--- src/rtl/mic_seq_pkg.sv ---
// mic_seq_pkg: shared state encoding and widths for the microphone sample sequencer
package mic_seq_pkg;
  typedef enum logic [1:0] {IDLE, START, WAIT} state_t;
  localparam int ADC_W = 12;
  localparam int PWM_W = 8;
  localparam int AVG_N = 4;
  localparam int ACC_W = 14;
endpackage

--- src/rtl/sample_tick_gen.sv ---
// sample_tick_gen: divides clk by TICK_DIV into a one-cycle tick, held at 0 while en is low
module sample_tick_gen #(
  parameter int TICK_DIV = 2500
) (
  input  logic clk,
  input  logic rst,
  input  logic en,
  output logic tick
);
  logic [15:0] cnt;
  assign tick = en && cnt == 16'(TICK_DIV - 1);
  // free-running divider, wraps on tick and parks at 0 when disabled
  always_ff @(posedge clk or posedge rst)
    if (rst) cnt <= '0;
    else cnt <= (!en || tick) ? '0 : cnt + 16'd1;
endmodule

--- src/rtl/mic_sample_sequencer.sv ---
// mic_sample_sequencer: sample-rate START/DONE sequencing and capture for PmodMIC; define MIC_SEQ_AVG_EN to publish 4-capture averages
module mic_sample_sequencer
  import mic_seq_pkg::*;
#(
  parameter int TICK_DIV = 2500,
  parameter int TIMEOUT  = 1024
) (
  input  logic             clk,
  input  logic             rst,
  input  logic             en,
  input  logic             clr_err,
  output logic             start,
  input  logic             done,
  input  logic [ADC_W-1:0] adc_data,
  output logic [ADC_W-1:0] sample,
  output logic             sample_valid,
  output logic [PWM_W-1:0] pwm_val,
  output logic             overrun,
  output logic             timeout
);
  state_t state;
  logic tick;
  logic [15:0] tcnt;
`ifdef MIC_SEQ_AVG_EN
  logic [ACC_W-1:0] acc, sum;
  logic [1:0] acnt;
  assign sum = acc + ACC_W'(adc_data);
`endif
  sample_tick_gen #(.TICK_DIV(TICK_DIV)) u_tick (
    .clk(clk),
    .rst(rst),
    .en(en),
    .tick(tick)
  );
  assign pwm_val = sample[ADC_W-1:ADC_W-PWM_W];
  // handshake FSM with timeout counter, sticky flags (set beats clear) and capture
  always_ff @(posedge clk or posedge rst)
    if (rst) begin
      state <= IDLE;
      start <= 1'b0;
      tcnt <= '0;
      sample <= '0;
      sample_valid <= 1'b0;
      overrun <= 1'b0;
      timeout <= 1'b0;
`ifdef MIC_SEQ_AVG_EN
      acc <= '0;
      acnt <= '0;
`endif
    end else begin
      start <= 1'b0;
      sample_valid <= 1'b0;
      overrun <= (tick && state != IDLE) || (overrun && !clr_err);
      timeout <= (state == WAIT && !done && tcnt == 16'(TIMEOUT - 1)) || (timeout && !clr_err);
      case (state)
        IDLE: if (tick) begin
          state <= START;
          start <= 1'b1;
        end
        START: begin
          state <= WAIT;
          tcnt <= '0;
        end
        WAIT: if (done) begin
          state <= IDLE;
`ifdef MIC_SEQ_AVG_EN
          acc <= (acnt == 2'(AVG_N - 1)) ? '0 : sum;
          acnt <= acnt + 2'd1;
          if (acnt == 2'(AVG_N - 1)) begin
            sample <= sum[ACC_W-1:2];
            sample_valid <= 1'b1;
          end
`else
          sample <= adc_data;
          sample_valid <= 1'b1;
`endif
        end else if (tcnt == 16'(TIMEOUT - 1)) state <= IDLE;
        else tcnt <= tcnt + 16'd1;
        default: state <= IDLE;
      endcase
    end
endmodule

--- config.mk ---
export PLATFORM = sky130hd
export DESIGN_NAME = mic_sample_sequencer
export DESIGN_NICKNAME = d
export VERILOG_FILES = /design/src/rtl/mic_seq_pkg.sv /design/src/rtl/sample_tick_gen.sv /design/src/rtl/mic_sample_sequencer.sv
export SDC_FILE = /design/constraint.sdc
export NUM_CORES = 1
export LEC_CHECK = 0
export ABC_AREA = 1
export BUFFER_PORTS_ARGS = -buffer_cell sky130_fd_sc_hd__buf_2
export CORE_MARGIN = 4
export CORE_UTILIZATION = 51
export CTS_CLUSTER_SIZE = 20
export DETAILED_ROUTE_END_ITERATION = 6
export PLACE_DENSITY = 0.76
export SYNTH_ARGS = -nofsm -noshare
export SYNTH_HDL_FRONTEND = slang
export SYNTH_SLANG_ARGS = --single-unit
--- constraint.sdc ---
create_clock -name clk -period 1.25 [get_ports clk]
set_input_delay 0 -clock clk [delete_from_list [all_inputs] [get_ports clk]]
set_output_delay 0 -clock clk [all_outputs]
set_load 0.05 [all_outputs]
==> out/qor.csv <==
metric,value,unit
Setup WS post-layout,-0.220,ns
post-synthesis net count,356,
"Clk pin slew, worst setup/hold paths",0.10,ns
via/cell ratio,5.61,
Synth area leader,dfrtp_1,
met3 usage,4.97,%
peak supply drop,0.646,mV
sequential area share after synthesis,47.7,%
GR met2 Demand/Resource,49.1,%
M1 GR Usage,29.9,%
diode count,0,
Final min period,1.47,ns
global-route wire length before repair,12900,um
Die X,79.7,um
top cell type's share of synthesized area,47.7,%
Net Sw Power,1.02,mW
fin util,81.4,%
YS warnings,0,
Comb pwr share,15.5,%
sw frac,29.5,%
worst min-delay path class,input pin to asynchronous set/reset pin,
Initial Util,54.1,%
Max Root-Sink Buffers,2,
HPWL Detailed,4520,um
CTS tree,done,
final clock skew,0.0103,ns
Num CTS Buffers,5,
Synth async-reset ratio,100,%
grt total ovfl,0,
CP Data Required Time,1.45,ns
P&R area growth vs syn,50.4,%
"Data arrival, critical path",1.67,ns
Synth top cells by count,"nand2_1, dfrtp_1, nor2_1, inv_1, nand3_1",
Crit-path slowest cell,dfrtp_1,
CP Class,register to register,
Post-synth EDFFs,0,
max incr delay on CP,0.37,ns
Reg power frac,49.2,%
Worst Path Buf+Inv,2,
total routed wirelength,9610,um
DR vias,2924,
DRC,2,
Netlist cell types,26,
CP cell instances,"ha_2, nand2_2, nor2_4, buf_6, nand2_2, buf_4, xor2_1, o21ai_2",
critical path launch point type,register,
most numerous cell on the critical path,nand2_2,
Final Hold Viols,0,
P_int,2.44,mW
drt pass-1 iters,7,
Tot GR Track Use,26.3,%
GP Congestion,0.860,
area of the die,0.00635,sq mm
most used routing layer,met2,
Skew-Pair Late Insertion Delay,0.32,ns
clock sink count,50,
clock network power share,35.3,%
FP Rows,25,
number of global-route vias before repair,2740,
Core ar.,0.00485,sq mm
worst slew pin tran,0.303,ns
synthesized instance count,337,
DR iter-0 viols,250,
Setup Viol. Count Final,37,
max-cap violation count,0,
I/O pin count,41,
Tot Pwr,3.46,mW
"delay-heaviest family, CP",flip-flops,
ys flop type,dfrtp_1,
top-count cell post-synth,nand2_1,
Yosys reg bits,50,
Crit Path Max Fanout,3,
H-tree levels,2,
Routed WL per cell,18.4,um
run status,"complete, but fails checks",
Port Buf Inserts,40,
failing checks,"design-rule violations, negative setup slack",
share of cells above drive strength 1,39.9,%
Peak Freq,680,MHz
static leakage,1.94,nW
"antenna viol nets, final",0,
Die Span Y,79.7,um
fin crit share,118,%
RSZ-0062 raised after global routing,true,
Max-Slew Margin vs Limit,79.6,%
fin nets,472,
clk root buf,clkbuf_8,
average size of a mapped cell,7.78,sq um
synthesized area,0.00262,sq mm
PD cells,878,mW/mm^2
Max Slew Vio Count,0,
antenna violations before repair,0,
maximum number of pins on one net before global-route repair,28,
Worst setup EP type,register,
top post-synthesis cells by area,"dfrtp_1, nand2_1, nor2_1",
[worst register-to-register path, stage by stage, from the launching register on]
cell     delay [ns]
dfrtp_1        0.37
ha_2           0.20
nand2_2        0.07
nor2_4         0.14
buf_6          0.13
nand2_2        0.05
buf_4          0.13
xor2_1         0.20
o21ai_2        0.07
[metrics by stage]
step	setup slack, ns	cell area (sq um)	setup TNS [ns]	hold WS (ns)	cells
global placement	-0.108	3230	-1.80	-0.0554	480
floorplan	-0.103	2640	-1.36	0.0964	337
detailed placement	-0.176	3230	-3.51	-0.0514	480
finish	-0.220	3950	-5.90	0.171	521
global route	-0.265	3950	-8.18	0.181	521
CTS	-0.187	3740	-3.01	0.110	515
[layout by cell type (no fill, tap or decap), drive strengths merged, types with 2 or more instances in the layout]
master and instances:
inv 30, clkbuf 6, clkinvlp 2, nor3b 3
nand4 9, dfrtp 50, o21ai 13, xnor2 5
ha 2, buf 105, nor2 51, dlygate4sd3 15
nand2 115, xor2 6, nor3 10, nand3 28
[registers in the layout, summed over array words and instances (netlist names)]
name	cells
tcnt	16
start	1
sample_valid	1
timeout	1
u_tick.cnt	16
overrun	1
sample	12
state	2
[routing by layer]
layer  share of wire, %  vias up
met1                 36     1418
met2                 53      161
met4                5.4        0
met3                5.7       57
li1                   -     1288
met5                  0        -
[power by group through the flow]
stage | clock [mW] | sequential [mW] | combinational [mW]
6_report | 1.22 | 1.70 | 0.538
4_1_cts | 1.22 | 1.69 | 0.492
3_3_place_gp | 0 | 1.72 | 0.426
2_1_floorplan | 0 | 1.85 | 0.199
5_1_grt | 1.28 | 1.71 | 0.568
3_5_place_dp | 0 | 1.72 | 0.437
[timing repair]
item                       in CTS  in global routing
pin swaps                      16                 19
hold endpoints to repair       67                  0
cloned                          1                  2
setup endpoints to repair      36                 49
gates resized for setup        34                 41
hold buffers                   15                  0
buffers inserted               12                  5
[logic make-up after synthesis]
kind of cell,count (synthesis),synth area share [%]
compound gates,15,2.96
xor+xnor,11,3.67
buf+inv,43,8.02
simple gates,216,36.7
flops,50,47.7
fa+ha+maj,2,0.954
[path summary, 6_finish.rpt]
check | endpoint | start | cells past startpoint | slack (ns)
hold reg to reg | sample[1] | sample[1] | 2 | 0.51
min in group clk | state[1] | done | 4 | 0.19
hold / removal | overrun | rst | 3 | 0.17
setup / recovery | tcnt[6] | tcnt[0] | 8 | -0.22
max in group asynchronous | sample[10] | rst | 4 | 0.60
setup reg to reg | tcnt[6] | tcnt[0] | 8 | -0.22
[layout make-up]
class,count,area (sq um)
multi-input cells,244,1410
flip-flops and latches,50,1250
clock buffers,5,68.8
clock inverters,3,47.5
fillers,253,903
repair inverters,1,7.51
repair buffers,121,955
well taps,67,83.8
inverters,30,124
Power figures use the tool's default switching activity.
